[src/rtl/hazard_ctrl.sv]
// Generic stall/flush priority network with stale I-fetch response tracking.
// Optional performance counters are built when HAZARD_CTRL_PERF_EN is defined.
module hazard_ctrl #(
  parameter int NSTAGE   = 8,
  parameter int MAX_PEND = 2,
  localparam int PW      = $clog2(MAX_PEND + 1)
) (
  input  logic              clk,
  input  logic              resetn,
  input  logic [NSTAGE-1:0] stall_req,
  input  logic [NSTAGE-1:0] redir_req,
  input  logic              commit_excp,
  input  logic              fetch_wait,
  input  logic              fetch_resp,
  output logic [NSTAGE-1:0] stall,
  output logic [NSTAGE-1:0] flush,
  output logic              redir_que,
  output logic              resp_drop,
  output logic [PW-1:0]     pend_cnt,
  output logic [31:0]       perf_stall,
  output logic [31:0]       perf_redir,
  output logic [31:0]       perf_drop
);

  logic [NSTAGE-1:0] anyReq;
  logic [NSTAGE-1:0] winOneHot;
  logic [NSTAGE-1:0] belowMask;
  logic              seen;
  logic              winStall;
  logic              winRedir;
  logic              redirAccepted;
  logic              pendFull;
  logic              pendInc;
  logic              pendDec;

  assign anyReq = stall_req | redir_req;

  // Scan from commit downward: the first requester found wins, everything below it is masked.
  always_comb begin
    winOneHot = '0;
    belowMask = '0;
    seen      = 1'b0;
    for (int i = NSTAGE - 1; i >= 0; i--) begin
      if (seen) begin
        belowMask[i] = 1'b1;
      end
      if (!seen && anyReq[i]) begin
        seen         = 1'b1;
        winOneHot[i] = 1'b1;
      end
    end
  end

  assign winStall      = |(winOneHot & stall_req);
  assign winRedir      = (|winOneHot) & ~winStall;
  assign redirAccepted = commit_excp | winRedir;
  assign pendFull      = (pend_cnt == PW'(MAX_PEND));

  // A saturated stale counter holds fetch, unless the commit exception is flushing everything.
  always_comb begin
    stall     = '0;
    flush     = '0;
    redir_que = 1'b0;
    if (commit_excp) begin
      flush     = '1;
      redir_que = 1'b1;
    end else if (winStall) begin
      stall = belowMask | winOneHot;
      flush = winOneHot << 1;
    end else if (winRedir) begin
      flush     = belowMask;
      redir_que = 1'b1;
    end
    if (pendFull && !commit_excp) begin
      stall[0] = 1'b1;
    end
  end

  assign resp_drop = fetch_resp & ((pend_cnt != '0) | redirAccepted);
  assign pendInc   = redirAccepted & fetch_wait;
  assign pendDec   = fetch_resp & (pend_cnt != '0);

  always_ff @(posedge clk or negedge resetn) begin
    if (!resetn) begin
      pend_cnt <= '0;
    end else if (pendInc && !pendDec && !pendFull) begin
      pend_cnt <= pend_cnt + PW'(1);
    end else if (pendDec && !pendInc) begin
      pend_cnt <= pend_cnt - PW'(1);
    end
  end

`ifdef HAZARD_CTRL_PERF_EN
  logic [31:0] perfStallQ;
  logic [31:0] perfRedirQ;
  logic [31:0] perfDropQ;

  always_ff @(posedge clk or negedge resetn) begin
    if (!resetn) begin
      perfStallQ <= '0;
      perfRedirQ <= '0;
      perfDropQ  <= '0;
    end else begin
      if (|stall)        perfStallQ <= perfStallQ + 32'd1;
      if (redirAccepted) perfRedirQ <= perfRedirQ + 32'd1;
      if (resp_drop)     perfDropQ  <= perfDropQ + 32'd1;
    end
  end

  assign perf_stall = perfStallQ;
  assign perf_redir = perfRedirQ;
  assign perf_drop  = perfDropQ;
`else
  assign perf_stall = '0;
  assign perf_redir = '0;
  assign perf_drop  = '0;
`endif

endmodule

[config.mk]
export PLATFORM = sky130hd
export DESIGN_NAME = hazard_ctrl
export DESIGN_NICKNAME = d
export VERILOG_FILES = /design/src/rtl/hazard_ctrl.sv
export SDC_FILE = /design/constraint.sdc
export NUM_CORES = 1
export LEC_CHECK = 0
export BUFFER_PORTS_ARGS = -buffer_cell sky130_fd_sc_hd__buf_2
export CAP_MARGIN = 0
export CORE_MARGIN = 4
export CORE_UTILIZATION = 38
export CTS_BUF_LIST = sky130_fd_sc_hd__clkbuf_4 sky130_fd_sc_hd__clkbuf_8
export DETAILED_ROUTE_END_ITERATION = 10
export PLACE_DENSITY = 0.95
export SLEW_MARGIN = 0
export SYNTH_ARGS = -nofsm -noshare
export SYNTH_HDL_FRONTEND = slang
export SYNTH_SLANG_ARGS = --single-unit
[constraint.sdc]
create_clock -name clk -period 3.9 [get_ports clk]
set_input_delay 0.975 -clock clk [delete_from_list [all_inputs] [get_ports clk]]
set_output_delay 0.975 -clock clk [all_outputs]
set_load 0.02 [all_outputs]
Word-level counts from Yosys, hierarchy flattened
Cells that the tools add are included.
- flip-flop bits (word level): 2
- bits of input ports: 21
- output and inout port bits: 116
- logic and storage cells: 72
- add/subtract/negate cells: 2
- equal/unequal tests: 1
- muxes and demuxes: 32
- bitwise logic cells: 10
- reductions and logical operators: 26
- operator list (cell ; number):
    $mux W8 ; 4
    $mux W1 ; 25
    $reduce_or A8 Y1 ; 2
    $logic_and A1 B1 Y1 ; 11
    $logic_not A1 Y1 ; 11
    $and A8 B8 Y8 ; 1
    $or A7 B8 Y8 ; 1
    $or A8 B8 Y8 ; 1
    $mux W7 ; 1
    $and A1 B1 Y1 ; 4
    $mux W2 ; 2
    $reduce_bool A2 Y1 ; 2
    $add A2 B1 Y2 const B ; 1
    $eq A2 B2 Y1 const B ; 1
    $or A1 B1 Y1 ; 2
    $sub A2 B1 Y2 const B ; 1
    $not A1 Y1 ; 1

Depth between registers and ports, before layout
Gate-level depths: netlist of run 1.
- depth after elaboration: 33
- mapped depth: 5
- gate-level depth less buffers: 5

Worst setup path before layout of run 1
OpenSTA, ideal clock, no wires.
- path type: in2out
- from: in redir_req[2]
- to: out resp_drop
- arrival: 2370 ps
- path slack: 555 ps
- stages: 5
- path buffers: 0
- cell sequence: nor4_4 -> or4b_4 -> o32ai_4 -> nor2_2 -> o21a_1
- word-level cells in the longest chain between the ends: 16
- ends and longest elaborated chain (element ; line ; text):
    from (decl) ; 11 ; input logic [NSTAGE-1:0] redir_req,
    $or A8 B8 Y8 * ; 36 ; assign anyReq = stall_req | redir_req;
    $logic_and A1 B1 Y1 * ; 47 ; if (!seen && anyReq[i]) begin
    $mux W1 ; 47 ;
    $logic_not A1 Y1 ; 47 ;
    $logic_and A1 B1 Y1 ; 47 ;
    $mux W1 ; 47 ;
    $logic_not A1 Y1 ; 47 ;
    $logic_and A1 B1 Y1 ; 47 ;
    $mux W1 ; 47 ;
    $and A8 B8 Y8 ; 54 ; assign winStall = |(winOneHot & stall_req);
    $reduce_or A8 Y1 ; 54 ;
    $not A1 Y1 ; 55 ; assign winRedir = (|winOneHot) & ~winStall;
    $and A1 B1 Y1 * ; 55 ;
    $or A1 B1 Y1 * ; 56 ; assign redirAccepted = commit_excp | winRedir;
    $or A1 B1 Y1 * ; 79 ; assign resp_drop = fetch_resp & ((pend_cnt != '0) | redirAccepted);
    $and A1 B1 Y1 * ; 79 ;
    to (decl) ; 18 ; output logic resp_drop,
Every way passes the cells marked *; elsewhere a longest branch is shown, timed or not.

Final worst setup path of run 1
Same ends and word-level chain as after synthesis.

==> results.md, run 1 <==
- Number of flops mapped to enable cells by yosys: 0
- Iteration-0 DRC Markers: 28
- Drt wl/cell: ~11 um
- Arrival time worst endpoint: 2650 ps
- First-pass GRT wire length: 3840 um
- Min Tclk post-route: 3620 ps
- Avg Vias per Cell: 3.91
- Final setup fails: 0
- Top reg by flops: pend_cnt
- Total Power: 260 uW
- Sequential-to-total area share from yosys stat: 3.93%
- Fin Clk Skew: 0.169 ps
- CTS tree: built
- Sw Ratio: 62.7%
- Final wirelength: 2860 um
- Clock Power Share: 16.8%
- Worst Setup End Kind: output port
- Height of the die: about 66 um
- Initial Util: 40.7%
- Pwr per Cell Area: 217 nW/um2
- Synthesized flop and latch total: 2
- Rows: 20
- Crit Path Max Fanout: 5
- Worst Max-Slew Pin Slew: 596 ps
- Rel. slew slack: approximately three fifths
- Fraction of registers with async set/reset: 100%
- Number of warnings issued by yosys: 0
- Outcome: finished clean
- Gpl congestion: 0.806
- Ant diodes: 0
- Post-route ant nets: 0
- Fin Hold WS: 534 ps
- PostCTS Resize Cnt: 0
- Port bufs: 40
- Final period util: 92.9%
- Max FFs per register: 2
- Antenna violations before repair: 0
- Top post-synthesis cells by area: buf_4 57%, nor2_1 4.1%, dfrtp_1 3.9%
- Longest Clk Path Bufs: 2
- Top FF cell, synth: dfrtp_1
- Die X: 65.9 um
- Cell Int Power: 97.1 uW
- GR Overflow Total: 0
- DRC Markers: 0
- Sw power: 163 uW
- Final Max Tran Viols: 0
- CP Launch Type: primary input
- Synth area leader: buf_4
- Combinational power share: 72.0%
- Top Ports: 137
- Final core utilization: 38.3%
- Cells after Synth: 174
- Area grow syn2layout: -5.90%
- Count leader, synth: buf_4
- Sequential Power Share: approximately 11%
- Share of cells above drive strength 1: between 20% and 30%
- Worst skew pair latency: roughly 220 ps
- Core area: between 3000 and 4000 um2
- Max-cap violations: 0
- Max Clk Rate: 276 MHz
- Post-synth top cells: 96 x buf_4, 14 x nor2_1, 8 x nand2_1
- Placed Cells: 258
- Setup_tns: 0 ps
- Largest net degree at the start of global routing: 14
- Vias in the first global route: 855
- Initial DRT Pass Iterations: 4
- Hold buffers post-CTS: 0
- Synth top area share: 56.6%
- Die area: 4340 um2
- RSZ-0062 raised after global routing: false
- Vias after detailed routing: 1020
- Nets: 240
- Total CTS buffers: 3
- Synth unique cells: 37
- Largest regs: pend_cnt: 2 flops
- H-Tree Depth: 1
- Clock-pin slew on the worst setup and hold paths: 30 ps
- Leakage: 0.702 nW
- Non-Filler Instances: 261
- Worst EP required: 2920 ps
- CTS root buf: clkbuf_4
- Mapped Avg Cell Area: 7.31 um2
- Post-DP HPWL: 2570 um
- Mapped Area: approximately 1300 um2
- Clock Sink Count: 2
- Min-delay worst type: primary input to async pin
- Peak supply drop: roughly 0.073 mV
- GRT Util Overall: 11.1%
- Crit Path Category: primary input to output port
- Hold Vio Cnt, Final: 0
- Number of setup buffers added after CTS: 0
[logic make-up (layout without fill, tap and decap cells)]
family | after synthesis | after routing | synth area share [%]
buf+inv | 103 | 51 | 58.7
simple gates | 42 | 42 | 20.1
compound gates | 26 | 26 | 17.0
flops | 2 | 2 | 3.93
other cells | 1 | 96 | 0.295
[stage by stage]
stage / setup slack, ps / cell area (um2)
final: 277 / 1200
after global routing: 105 / 1200
after CTS: 282 / 1200
after detailed placement: 281 / 1170
after global placement: 395 / 1170
after floorplan: 555 / 1630
[critical path, cell delays in order]
cell     delay (ps)
buf_2           130
nor4_4          340
or4b_4          520
o32ai_4         210
nor2_2          100
o21a_1          220
buf_2           160
[path summary, 6_finish.rpt]
check	startpoint	slack [ps]	to	cells after the start
setup reg to reg	pend_cnt[0]	2630	pend_cnt[0]	3
hold / removal	resetn	530	pend_cnt[1]	1
setup / recovery	redir_req[2]	280	resp_drop	7
hold reg to reg	pend_cnt[1]	660	pend_cnt[1]	2
min in group clk	pend_cnt[1]	660	pend_cnt[1]	2
max in group asynchronous	resetn	3270	pend_cnt[0]	1
[layer usage]
layer | part of all wire (%) | vias to the layer above | GRT usage [%]
met5 | 0 | - | 0
met4 | 0.84 | 0 | 3.37
met3 | 14 | 2 | 3.06
met2 | 51 | 78 | 20.5
met1 | 34 | 460 | 12.2
li1 | - | 480 | -
[cell usage in the layout, fill, tap and decap left out, types with 2 or more instances in the layout]
cell      instances
a21o_1            2
a21oi_1           7
a221o_1           3
buf_2            40
buf_4             2
clkbuf_4          3
conb_1           96
dfrtp_1           2
inv_1             6
nand2_1           8
nand3_1           3
nor2_1           14
nor2b_1           2
nor4_4            2
o21ai_0           2
o21bai_1          3
[power by group through the flow]
stage | registers [mW] | logic [mW] | clock network (mW)
finish | 0.0293 | 0.187 | 0.0438
global route | 0.0301 | 0.201 | 0.0491
CTS | 0.0291 | 0.185 | 0.0463
detailed placement | 0.0292 | 0.184 | 0
floorplan | 0.0322 | 0.210 | 0
global placement | 0.0288 | 0.181 | 0
[area by class of cell]
type,count,area (um2)
Tap cell,44,55.1
Multi-Input combinational cell,164,832
Sequential cell,2,50.0
Fill cell,352,1930
Clock buffer,3,22.5
Inverter,6,22.5
Timing Repair Buffer,42,215
(Power assumes the default switching activity.)
==> run 2: changes to the inputs <==
- CORE_MARGIN: 4 -> 1
==> results.md, run 2 (synthesis results as in run 1) <==
- Worst skew pair latency: 220 ps (about the same)
- Placed Area: 1170 um2 (unchanged)
- CTS root buf: clkbuf_4
- Pwr per Cell Area: 216 nW/um2 (-0.55%)
- Post-route ant nets: 0 (unchanged)
- Peak supply drop: 0.0614 mV (-15%)
- Max-cap violations: 0 (unchanged)
- Antenna violations before repair: 0 (unchanged)
- First-pass GRT wire length: 3560 um (-7.2%)
- Non-Filler Instances: 261 (unchanged)
- Share of cells above drive strength 1: 26.3% (unchanged)
- CTS tree: built
- Rel. slew slack: 65.7% (+5.5 points)
- Final core utilization: 38.6% (+0.31 points)
- H-Tree Depth: 1 (unchanged)
- Combinational power share: 71.8% (-0.2 points)
- Final period util: 91.1% (-1.7 points)
- Most frequent cells in the layout: 96 x conb_1, 40 x buf_2, 14 x nor2_1
- Area grow syn2layout: -5.90% (unchanged)
- Max Clk Rate: 281 MHz (+1.9%)
- Nets: 240 (unchanged)
- Die area: 3580 um2 (-17%)
- Worst path bufs/invs: 2 (unchanged)
- Crit path cell chain: buf_2 -> nor4_4 -> or4b_4 -> o32ai_4 -> nor2_2 -> o21a_1 -> buf_2
- Initial DRT Pass Iterations: 4 (unchanged)
- Arrival time worst endpoint: 2580 ps (-70 ps)
- Worst Max-Slew Pin Slew: 514 ps (-82.1 ps)
- Top Ports: 137 (unchanged)
- GRT Util Overall: 12.6% (+1.5 points)
- Hold buffers post-CTS: 0 (unchanged)
- Post-DP HPWL: 2140 um (-17%)
- M2 GR Usage: 24.0% (+3.4 points)
- Ant diodes: 0 (unchanged)
- Setup_tns: 0 ps (unchanged)
- Core area: 3100 um2 (-0.80%)
- DRC Markers: 0 (unchanged)
- Avg Vias per Cell: 3.91 (about the same)
- M1 GR Usage: 13.5% (+1.3 points)
- Vias after detailed routing: 1021 (+0.098%)
- Max FFs per register: 2 (unchanged)
- Min Tclk post-route: 3550 ps (-67.9 ps)
- Place WS: 333 ps (+52.4 ps)
- Fin Clk Skew: 1.30 ps (+1.13 ps)
- PostCTS Resize Cnt: 0 (unchanged)
- Top reg by flops: pend_cnt
- GR peak layer: met2
- Initial Util: 41.0% (+0.33 points)
- Final Max Tran Viols: 0 (unchanged)
- Cell Int Power: 97.1 uW (about the same)
- Worst Setup End Kind: output port
- GR Util met3: 2.38% (-0.68 points)
- Most common cell after layout, fill and taps aside: conb_1
- Placed Cells: 258 (unchanged)
- Most used cell, CP: buf_2
- Largest regs: pend_cnt: 2 flops
- Clock-pin slew on the worst setup and hold paths: 30 ps (about the same)
- Clock Sink Count: 2 (unchanged)
- Final wirelength: 2390 um (-16%)
- Number of setup buffers added after CTS: 0 (unchanged)
- Leakage: 0.702 nW (unchanged)
- Sequential Power Share: 11.2% (about the same)
- Height of the die: 59.9 um (-9.1%)
- Sw Ratio: 62.5% (-0.22 points)
- Sw power: 162 uW (-0.90%)
- Die X: 59.9 um (-9.1%)
- Crit Path Max Fanout: 5 (unchanged)
- Setup WS post-layout: 345 ps (+67.9 ps)
- Iteration-0 DRC Markers: 56 (+100%)
- CP Launch Type: primary input
- Worst EP required: 2920 ps (about the same)
- Worst path top cell family by delay: simple AND/OR/NAND/NOR gates
- CP max-delay cell: or4b_4
- Hold Vio Cnt, Final: 0 (unchanged)
- Fin Hold WS: 535 ps (+0.437 ps)
- Crit Path Category: primary input to output port
- Longest Clk Path Bufs: 2 (unchanged)
- Final setup fails: 0 (unchanged)
- Final instance area: 1200 um2 (unchanged)
- Min-delay worst type: primary input to async pin
- Total CTS buffers: 3 (unchanged)
- GR Overflow Total: 0 (unchanged)
- Max incr delay on CP: 520 ps (about the same)
- Drt wl/cell: 9.17 um (-16%)
- Rows: 20 (unchanged)
- Outcome: finished clean
- Port bufs: 40 (unchanged)
- RSZ-0062 raised after global routing: false
- Vias in the first global route: 817 (-4.4%)
- Largest net degree at the start of global routing: 14 (unchanged)
- Gpl congestion: 0.854 (+5.9%)
- Total Power: 259 uW (-0.55%)
- Clock Power Share: 17.0% (+0.2 points)
[run 2: cell counts in the layout (fill, tap and decap cells not counted)]
No cell type changed its count.
[run 2: layout make-up]
class | count | area [um2]
well taps | 44 | 55.1
fillers | 320 | 1910
multi-input cells | 164 | 832
repair buffers | 42 | 215
clock buffers | 3 | 22.5
flip-flops and latches | 2 | 50.0
inverters | 6 | 22.5
[run 2: worst reg2reg max path, delay by kind of cell, from the launching register on]
kind,cells,cell delay (ps)
AOI/OAI and AO/OA,1,380
and+or+nand+nor,2,420
DFF,1,430
[run 2: metal layers]
| metal | part of all wire (%) | vias up | wire, um |
|---|---|---|---|
| met4 | 2.5 | 0 | 59 |
| met3 | 12 | 9 | 291 |
| met2 | 55 | 87 | 1310 |
| li1 | - | 475 | - |
| met1 | 31 | 450 | 731 |
| met5 | 0 | - | 0 |
[run 2: worst paths after layout]
path                                    from          end  slack [ps]  depth (start not counted)
worst min-delay path                  resetn  pend_cnt[1]         530                          1
max in group asynchronous             resetn  pend_cnt[0]        3270                          1
worst max-delay path            redir_req[2]    resp_drop         350                          7
min in group clk                 pend_cnt[1]  pend_cnt[1]         640                          2
worst min register to register   pend_cnt[1]  pend_cnt[1]         640                          2
worst max register to register   pend_cnt[0]  pend_cnt[0]        2600                          3
[run 2: power by group through the flow]
stage / Sequential (mW) / Combinational [mW] / Clock [mW]
2_1_floorplan: 0.0322 / 0.210 / 0
3_3_place_gp: 0.0287 / 0.181 / 0
3_5_place_dp: 0.0292 / 0.184 / 0
4_1_cts: 0.0290 / 0.184 / 0.0467
5_1_grt: 0.0299 / 0.202 / 0.0462
6_report: 0.0290 / 0.186 / 0.0441
==> run 3: changes to the inputs <==
- CTS_BUF_LIST: sky130_fd_sc_hd__clkbuf_4 sky130_fd_sc_hd__clkbuf_8 -> sky130_fd_sc_hd__clkbuf_16
==> results.md, run 3 (synthesis results as in run 1) <==
- Outcome: finished clean
- Nets: 240 (unchanged)
- Die area: 3580 um2 (unchanged)
- Max-cap violations: 0 (unchanged)
- Arrival time worst endpoint: 2580 ps (about the same)
- Iteration-0 DRC Markers: 35 (-38%)
- Top Ports: 137 (unchanged)
- Largest net degree at the start of global routing: 14 (unchanged)
- H-Tree Depth: 1 (unchanged)
- Worst path top cell family by delay: simple AND/OR/NAND/NOR gates
- Number of setup buffers added after CTS: 0 (unchanged)
- First-pass GRT wire length: 3560 um (unchanged)
- Vias after detailed routing: 1023 (+0.20%)
- Initial DRT Pass Iterations: 4 (unchanged)
- Clock-pin slew on the worst setup and hold paths: 30 ps (about the same)
- Port bufs: 40 (unchanged)
- Leakage: 0.725 nW (+3.3%)
- Hold Vio Cnt, Final: 0 (unchanged)
- Final wirelength: 2420 um (+1.0%)
- GR Overflow Total: 0 (unchanged)
- Crit path cell chain: buf_2 -> nor4_4 -> or4b_4 -> o32ai_4 -> nor2_2 -> o21a_1 -> buf_2
- Crit Path Max Fanout: 5 (unchanged)
- Final period util: 91.3% (+0.10 points)
- Share of cells above drive strength 1: 26.3% (unchanged)
- PostCTS Resize Cnt: 0 (unchanged)
- Top reg by flops: pend_cnt
- CP max-delay cell: or4b_4
- Hold buffers post-CTS: 0 (unchanged)
- Crit Path Category: primary input to output port
- Fin Clk Skew: 1.31 ps (+0.00519 ps)
- Most used cell, CP: buf_2
- Placed Area: 1170 um2 (unchanged)
- Final setup fails: 0 (unchanged)
- Place WS: 333 ps (unchanged)
- Worst skew pair latency: 220 ps (about the same)
- Gpl congestion: 0.854 (unchanged)
- Worst Max-Slew Pin Slew: 516 ps (+2.54 ps)
- CTS tree: built
- Pwr per Cell Area: 293 nW/um2 (+35%)
- DRC Markers: 0 (unchanged)
- Drt wl/cell: 9.26 um (+1.0%)
- Max FFs per register: 2 (unchanged)
- Final core utilization: 40.3% (+1.7 points)
- Ant diodes: 0 (unchanged)
- Rel. slew slack: 65.5% (-0.17 points)
- Die X: 59.9 um (unchanged)
- RSZ-0062 raised after global routing: false
- Final instance area: 1250 um2 (+4.4%)
- Worst EP required: 2920 ps (about the same)
- Area grow syn2layout: -1.77%
- Post-DP HPWL: 2140 um (unchanged)
- CP Launch Type: primary input
- Most frequent cells in the layout: 96 x conb_1, 40 x buf_2, 14 x nor2_1
- Setup WS post-layout: 341 ps (-3.95 ps)
- Worst path bufs/invs: 2 (unchanged)
- Max Clk Rate: 281 MHz (-0.11%)
- Total CTS buffers: 3 (unchanged)
- Clock Sink Count: 2 (unchanged)
- Height of the die: 59.9 um (unchanged)
- Rows: 20 (unchanged)
- Final Max Tran Viols: 0 (unchanged)
- Setup_tns: 0 ps (unchanged)
- Most common cell after layout, fill and taps aside: conb_1
- Peak supply drop: 0.128 mV (+110%)
- Post-route ant nets: 0 (unchanged)
- Longest Clk Path Bufs: 2 (unchanged)
- GRT Util Overall: 12.8% (+0.22 points)
- Antenna violations before repair: 0 (unchanged)
- Largest regs: pend_cnt: 2 flops
- Worst Setup End Kind: output port
- Min Tclk post-route: 3560 ps (+3.95 ps)
- Fin Hold WS: 536 ps (+1.24 ps)
- Initial Util: 41.0% (unchanged)
- Core area: 3100 um2 (unchanged)
- Max incr delay on CP: 520 ps (about the same)
- Vias in the first global route: 807 (-1.2%)
- Avg Vias per Cell: 3.92 (+0.20%)
- Min-delay worst type: primary input to async pin
- CTS root buf: clkbuf_16
-- run 3: cell counts in the layout (fill, tap and decap cells not counted) --
No cell type changed its count.
-- run 3: layout make-up --
type / instances / area, um2
clock buffers: 3 / 75.1
flip-flops and latches: 2 / 50.0
well taps: 44 / 55.1
multi-input cells: 164 / 832
fillers: 312 / 1850
inverters: 6 / 22.5
repair buffers: 42 / 215
-- run 3: worst paths after layout --
kind,slack (ps),cells after the start,endpoint,startpoint
min in group clk,630,2,pend_cnt[1],pend_cnt[1]
worst max-delay path,340,7,resp_drop,stall_req[2]
max in group asynchronous,3270,1,pend_cnt[0],resetn
worst max register to register,2610,3,pend_cnt[0],pend_cnt[0]
worst min-delay path,540,1,pend_cnt[1],resetn
worst min register to register,630,2,pend_cnt[1],pend_cnt[1]
-- run 3: layer usage --
| layer | vias up | routed length [um] | track usage [%] |
|---|---|---|---|
| met2 | 87 | 1300 | 23.7 |
| met1 | 454 | 753 | 13.5 |
| met4 | 0 | 78 | 5.65 |
| li1 | 474 | - | - |
| met5 | - | 0 | 0 |
| met3 | 8 | 283 | 3.46 |
-- run 3: power breakdown --
part           switching (mW)  leakage [nW]  total (mW)  internal [mW]
Clock                  0.0210        0.0370       0.151          0.130
Sequential            0.00504        0.0262      0.0290         0.0240
Combinational           0.147         0.662       0.186         0.0393
Total                   0.173         0.725       0.366          0.194
-- run 3: per-stage QoR --
step	power, mW	instances
CTS	0.367	261
floorplan	0.243	269
global placement	0.209	258
global route	0.387	261
detailed placement	0.213	258
finish	0.366	261
